==> src/rtl/game_object_pkg.sv <==
// ---------------------------------------------------------------------------
// game_object_pkg
//
// Shared definitions for the collider object pool: pool geometry, the
// requester source encoding carried on spawn_src, and the state encoding of
// the spawn arbiter FSM.
// ---------------------------------------------------------------------------
package game_object_pkg;

  // Collider object slot pool geometry.
  localparam int SLOT_AMOUNT = 30;
  localparam int SLOT_W      = 5;
  localparam int IDX_W       = 10;

  // Requester identity as reported on spawn_src.
  localparam logic SRC_ATTACK   = 1'b0;
  localparam logic SRC_PLATFORM = 1'b1;

  // Spawn arbiter FSM.
  //   IDLE  : arbitrate and allocate a slot
  //   ISSUE : spawn command presented to the collider runtime
  //   ACK   : one-cycle acknowledge back to the served requester
  typedef enum logic [1:0] {
    IDLE  = 2'd0,
    ISSUE = 2'd1,
    ACK   = 2'd2
  } spawn_state_e;

endpackage

==> src/rtl/slot_free_finder.sv <==
// ---------------------------------------------------------------------------
// slot_free_finder
//
// Purely combinational lowest-zero priority encoder over an occupancy bitmap.
// Also reused by the multi-object trigger runtime.
//
// Ports:
//   busy      in   N      occupancy bitmap, 1 = slot taken
//   slot      out  W      index of the lowest free slot (0 when none free)
//   found     out  1      at least one slot is free
//   free_cnt  out  W+1    number of free slots
// ---------------------------------------------------------------------------
module slot_free_finder #(
  parameter int N = 30,
  parameter int W = 5
) (
  input  logic [N-1:0] busy,
  output logic [W-1:0] slot,
  output logic         found,
  output logic [W:0]   free_cnt
);

  localparam logic [W:0] CNT_ONE = {{W{1'b0}}, 1'b1};

  // Lowest free slot: scan from the top so the last hit is the lowest index.
  always_comb begin
    slot  = '0;
    found = 1'b0;
    for (int i = N - 1; i >= 0; i--) begin
      if (!busy[i]) begin
        slot  = W'(i);
        found = 1'b1;
      end
    end
  end

  // Free slot count.
  always_comb begin
    free_cnt = '0;
    for (int i = 0; i < N; i++) begin
      if (!busy[i]) begin
        free_cnt = free_cnt + CNT_ONE;
      end
    end
  end

endmodule

==> src/rtl/object_spawn_arbiter.sv <==
// ---------------------------------------------------------------------------
// object_spawn_arbiter
//
// Shares the collider object slot pool between the attack-object reader and
// the platform-object reader. A requester is chosen round-robin, the lowest
// free slot is reserved, and a single spawn command is issued to the collider
// runtime over a valid/ready handshake. The served requester then receives a
// one-cycle ack. Slots are freed by destroy pulses on release_vec.
//
// Ports:
//   clk          in   1            system clock
//   clk_reset    in   1            asynchronous reset, active low
//   clear        in   1            synchronous stage reset: free all slots,
//                                  abort any spawn in flight
//   atk_req      in   1            attack requester, held until atk_ack
//   atk_idx      in   IDX_W        attack ROM index
//   atk_ack      out  1            attack request served (1-cycle pulse)
//   plt_req      in   1            platform requester, held until plt_ack
//   plt_idx      in   IDX_W        platform ROM index
//   plt_ack      out  1            platform request served (1-cycle pulse)
//   spawn_valid  out  1            spawn command valid
//   spawn_ready  in   1            collider runtime accepts the command
//   spawn_slot   out  SLOT_W       allocated slot
//   spawn_src    out  1            0 = attack, 1 = platform
//   spawn_idx    out  IDX_W        ROM index of the granted request
//   release_vec  in   SLOT_AMOUNT  per-slot destroy pulses
//   busy_vec     out  SLOT_AMOUNT  occupancy bitmap (reserved or occupied)
//   full         out  1            every slot busy
//   free_cnt     out  SLOT_W+1     number of free slots
// ---------------------------------------------------------------------------
module object_spawn_arbiter #(
  parameter int SLOT_AMOUNT = game_object_pkg::SLOT_AMOUNT,
  parameter int SLOT_W      = game_object_pkg::SLOT_W,
  parameter int IDX_W       = game_object_pkg::IDX_W
) (
  input  logic                   clk,
  input  logic                   clk_reset,
  input  logic                   clear,
  input  logic                   atk_req,
  input  logic [IDX_W-1:0]       atk_idx,
  output logic                   atk_ack,
  input  logic                   plt_req,
  input  logic [IDX_W-1:0]       plt_idx,
  output logic                   plt_ack,
  output logic                   spawn_valid,
  input  logic                   spawn_ready,
  output logic [SLOT_W-1:0]      spawn_slot,
  output logic                   spawn_src,
  output logic [IDX_W-1:0]       spawn_idx,
  input  logic [SLOT_AMOUNT-1:0] release_vec,
  output logic [SLOT_AMOUNT-1:0] busy_vec,
  output logic                   full,
  output logic [SLOT_W:0]        free_cnt
);

  import game_object_pkg::*;

  // FSM and arbitration state.
  spawn_state_e            state_q, state_d;
  logic                    last_grant_q, last_grant_d;

  // Slot occupancy.
  logic [SLOT_AMOUNT-1:0]  busy_q, busy_d;

  // Latched spawn command, held stable through ISSUE and ACK.
  logic [SLOT_W-1:0]       slot_q, slot_d;
  logic                    src_q, src_d;
  logic [IDX_W-1:0]        idx_q, idx_d;

  // Free slot search on the registered bitmap. Because the search looks at
  // busy_q rather than busy_d, a release landing in the grant cycle is only
  // visible to the next arbitration.
  logic [SLOT_W-1:0]       free_slot;
  logic                    free_found;
  logic [SLOT_W:0]         free_count;

  slot_free_finder #(
    .N (SLOT_AMOUNT),
    .W (SLOT_W)
  ) u_slot_free_finder (
    .busy     (busy_q),
    .slot     (free_slot),
    .found    (free_found),
    .free_cnt (free_count)
  );

  // Round-robin choice: on a tie, serve the side that did not win last time.
  logic                    grant_src;
  logic                    grant;
  logic [SLOT_AMOUNT-1:0]  alloc_onehot;

  always_comb begin
    grant_src = SRC_ATTACK;
    if (atk_req && plt_req) begin
      grant_src = ~last_grant_q;
    end else if (plt_req) begin
      grant_src = SRC_PLATFORM;
    end
  end

  // Next-state, allocation and busy bitmap update.
  always_comb begin
    state_d      = state_q;
    last_grant_d = last_grant_q;
    slot_d       = slot_q;
    src_d        = src_q;
    idx_d        = idx_q;
    grant        = 1'b0;

    case (state_q)
      IDLE: begin
        // free_found is the registered !full, so a full pool simply stalls.
        if ((atk_req || plt_req) && free_found) begin
          grant        = 1'b1;
          slot_d       = free_slot;
          src_d        = grant_src;
          idx_d        = (grant_src == SRC_PLATFORM) ? plt_idx : atk_idx;
          last_grant_d = grant_src;
          state_d      = ISSUE;
        end
      end
      ISSUE: begin
        if (spawn_ready) begin
          state_d = ACK;
        end
      end
      ACK: begin
        state_d = IDLE;
      end
      default: begin
        state_d = IDLE;
      end
    endcase

    alloc_onehot = '0;
    for (int i = 0; i < SLOT_AMOUNT; i++) begin
      alloc_onehot[i] = grant && (free_slot == SLOT_W'(i));
    end

    // Releasing an already-free slot is a no-op by construction.
    busy_d = (busy_q & ~release_vec) | alloc_onehot;

    // Stage reset wins over everything but the async reset. The round-robin
    // pointer survives so fairness carries across stages, and an aborted
    // grant does not count as a win.
    if (clear) begin
      state_d      = IDLE;
      busy_d       = '0;
      last_grant_d = last_grant_q;
      slot_d       = slot_q;
      src_d        = src_q;
      idx_d        = idx_q;
    end
  end

  // State registers.
  always_ff @(posedge clk or negedge clk_reset) begin
    if (!clk_reset) begin
      state_q      <= IDLE;
      last_grant_q <= SRC_PLATFORM;
      busy_q       <= '0;
      slot_q       <= '0;
      src_q        <= SRC_ATTACK;
      idx_q        <= '0;
    end else begin
      state_q      <= state_d;
      last_grant_q <= last_grant_d;
      busy_q       <= busy_d;
      slot_q       <= slot_d;
      src_q        <= src_d;
      idx_q        <= idx_d;
    end
  end

  // Outputs decode directly from registered state.
  assign spawn_valid = (state_q == ISSUE);
  assign spawn_slot  = slot_q;
  assign spawn_src   = src_q;
  assign spawn_idx   = idx_q;
  assign atk_ack     = (state_q == ACK) && (src_q == SRC_ATTACK);
  assign plt_ack     = (state_q == ACK) && (src_q == SRC_PLATFORM);
  assign busy_vec    = busy_q;
  assign full        = &busy_q;
  assign free_cnt    = free_count;

endmodule

==> config.mk <==
export PLATFORM = sky130hd
export DESIGN_NAME = object_spawn_arbiter
export DESIGN_NICKNAME = d
export VERILOG_FILES = /design/src/rtl/game_object_pkg.sv /design/src/rtl/slot_free_finder.sv /design/src/rtl/object_spawn_arbiter.sv
export SDC_FILE = /design/constraint.sdc
export NUM_CORES = 1
export LEC_CHECK = 0
export ABC_CLOCK_PERIOD_IN_PS = 21100
export CORE_ASPECT_RATIO = 1.5
export CORE_MARGIN = 4
export CORE_UTILIZATION = 56
export CTS_CLUSTER_DIAMETER = 40
export DETAILED_ROUTE_END_ITERATION = 10
export GPL_TIMING_DRIVEN = 0
export PLACE_DENSITY = 0.83
export SLEW_MARGIN = 5
export SYNTH_ARGS = -nofsm -noshare
export SYNTH_HDL_FRONTEND = slang
export SYNTH_SLANG_ARGS = --single-unit
export TNS_END_PERCENT = 10
==> constraint.sdc <==
create_clock -name clk -period 21.1 [get_ports clk]
set_input_delay 3.165 -clock clk [delete_from_list [all_inputs] [get_ports clk]]
set_output_delay 3.165 -clock clk [all_outputs]
set_load 0.02 [all_outputs]
==> key figures <==
Setup path
  – Top cell by count, worst path: ha_1
  – WS Path Type: flip-flop to primary output
  – Crit path buf inv count: 6
  – R2r startpoint: busy_vec[25]
  – CP arrival: between 15 and 20 ns
  – Worst setup EP type: primary output
  – R2r endpoint: busy_vec[22]
  – Internal reg-to-reg setup slack: 17.08 ns
  – CP peak stage delay: 0.62 ns
  – Critical Path Source Type: flip-flop
  – Worst path required time: between 15 and 20 ns
  – CP top delay family: adder cells
  – R2R cell count: 17
  – CP max-delay cell: clkdlybuf4s50_1
  – CP max FO: 14

Synth
  – Post-synthesis net count: approximately 970
  – Post-synth ARST share: between 90% and 100%
  – Synth area leader: dfrtp_1
  – Yosys warns: 0
  – Register area share after synthesis: between 15 and 20%
  – Post-Syn Area: about 7200 um2
  – Synth top area cells: dfrtp_1, xnor2_1, ha_1
  – Synth Instances: 882
  – Mapped Avg Cell Area: about 8.1 um2
  – Main synth FF type: dfrtp_1
  – Yosys reg bits: 49
  – Top cell type's share of synthesized area: ~17%
  – EDFF count, synth: 0
  – Synth cell types: 90

Clock tree
  – TritonCTS clock tree: yes
  – Max Root-Sink Buffers: 2
  – CTS sink cnt: between 40 and 50
  – H-tree depth: 2
  – Clock transition at the registers of the reported paths: about 0.070 ns
  – Root buffer cell: clkbuf_16
  – CTS buffer count: 5
  – Clk_lat worst skew: between 0.2 and 0.3 ns
  – Hold buffers post-CTS: 0

Timing
  – Fmax achieved: between 0.05 and 0.06 GHz
  – Max-slew violation count: 0
  – Final Cycle Share: between 90% and 100%
  – Final setup vio count: 0
  – Tmin final: about 20 ns
  – Worst-Margin Slew: ~1.1 ns
  – Hold WS: ~0.47 ns
  – Setup TNS: 0 ns
  – RSZ-0062 raised after global routing: false
  – Final setup margin: 1.31 ns
  – Layout Skew: ~0.0056 ns
  – Final count of hold timing violations: 0
  – Slew Limit Headroom: a little over a quarter

Finish
  – Multi-input gate area: 5610 um2
  – ANT cells: 0
  – Final Net Count: about 1.1k
  – Most common cell after layout, fill and taps aside: clkdlybuf4s50_1
  – Fillers: between 1k and 1.5k
  – Area growth, synth to finish: 21.3%
  – Most frequent cells in the layout: clkdlybuf4s50_1, nor2_1, xnor2_1
  – Seq. cell area: 1230 um2
  – Fraction of layout cells with a size suffix above 1: between 10 and 15%

Global route
  – Global-route wire length before repair: 30.8 mm
  – GR Overflow Total: 0
  – Gr usage total: roughly a quarter
  – Vias in the first global route: 6425
  – Initial antenna violation count: 0
  – Largest net degree at the start of global routing: 27

Floorplan
  – Core ar.: 12500 um2
  – Die area: between 10000 and 15000 um2
  – Row count: 50
  – DIE HEIGHT: around 150 um
  – Die X: about 100 um
  – I/O pin count: roughly 110
  – Initial Util: 57.2%

Routing
  – DRC errors left: 0
  – DR pass1 iterations: 4
  – Antenna-violating nets left: 0
  – Routed WL: approximately 19 mm
  – Drt via density: 5.88
  – Wire per inst: 16.7 um
  – Vias: 6814
  – Iteration-0 DRC count of the detailed router: approximately 280

Worst hold path
  – Hold path cells: 2
  – Hold path endpoint: last_grant_q
  – Hold Startpoint: last_grant_q
  – Worst min path class: flip-flop to flip-flop

Place
  – Gpl congestion: around 0.9
  – DP Worst Slack: between 0.6 and 0.7 ns
  – DP HPWL: approximately 16 mm
  – Port bufs: between 100 and 150

Run
  – Max Cap Viol: 0

Run status
  – Status: finished, final reports clean
-- layer usage --
layer / vias to the layer above / wire, um / share of wire, % / global-route usage [%]
met1: 3225 / 7500 / 39 / 29.2
met2: 199 / 10500 / 54 / 47.9
met5: - / 0 / 0 / 0
met3: 55 / 713 / 3.7 / 1.91
li1: 3335 / - / - / -
met4: 0 / 707 / 3.6 / 8.90
-- cells by family (layout without fill, tap and decap cells) --
family | count (synthesis) | after routing | synth area share, %
buffers and inverters | 77 | 197 | 5.07
xor gates and xnor gates | 148 | 148 | 23.8
DFF | 49 | 49 | 17.2
adders and majority gates | 32 | 32 | 5.56
muxes | 23 | 23 | 3.32
AOI/OAI and AO/OA | 209 | 209 | 20.2
and+or+nand+nor | 344 | 344 | 24.9
-- registers in the layout, indices dropped and copies added, names as in the netlist --
signal        flops
spawn_slot        5
spawn_src         1
spawn_idx        10
busy_vec         30
state_q           2
last_grant_q      1
-- metrics by stage --
step,std cells,util [%],instance area [um2]
2_1_floorplan,882,-,7160
6_report,1158,69.4,8680
3_5_place_dp,1150,67.8,8480
3_3_place_gp,1149,67.6,8460
4_1_cts,1158,69.0,8630
5_1_grt,1158,69.4,8680
-- cells in the mapped netlist (10+ instances only) --
cell type,number
o21ai_0,45
a31oi_1,10
clkbuf_1,32
a22o_1,12
xnor2_1,87
xor2_1,29
nor2b_1,35
inv_1,35
nor2_1,90
nand2_1,81
ha_1,31
mux2i_1,17
nor3_1,16
nand3_1,27
dfrtp_1,48
a21oi_1,43
nand2b_1,19
-- layout make-up --
type                       instances  area share [%]
sequential                        49            14.2
tap                              156            2.25
clock inverter                     1          0.0865
timing repair buffer             113            13.1
clock buffer                       7            1.64
inverter                          37            1.66
multi-input combinational        756            64.6
buffer                            39            2.48
-- what timing repair did --
action                                  CTS  global route
setup buffers                             0             1
gates resized for setup                   0            13
endpoints found under the setup margin    0             5
endpoints found under the hold margin     0             0
-- worst min-delay path: cells and delay by family, from the launching register on --
| family | cells | cell delay [ns] |
|---|---|---|
| simple gates | 2 | 0.10 |
| flops | 1 | 0.37 |
-- worst max path at each step --
stage                            from     endpoint  slack (ns)  depth (start not counted)
after floorplan           busy_vec[0]  free_cnt[4]        2.93                         81
after global placement    busy_vec[0]  free_cnt[4]        0.92                         82
after detailed placement  busy_vec[1]  free_cnt[4]        0.64                         82
after CTS                 busy_vec[1]  free_cnt[4]        0.27                         82
after global routing      busy_vec[0]  free_cnt[2]        0.26                         82
final                     busy_vec[0]  free_cnt[2]        1.31                         80
Power is not shown: default switching activity piles up to over one toggle a cycle in this logic, so the estimate is an artifact.
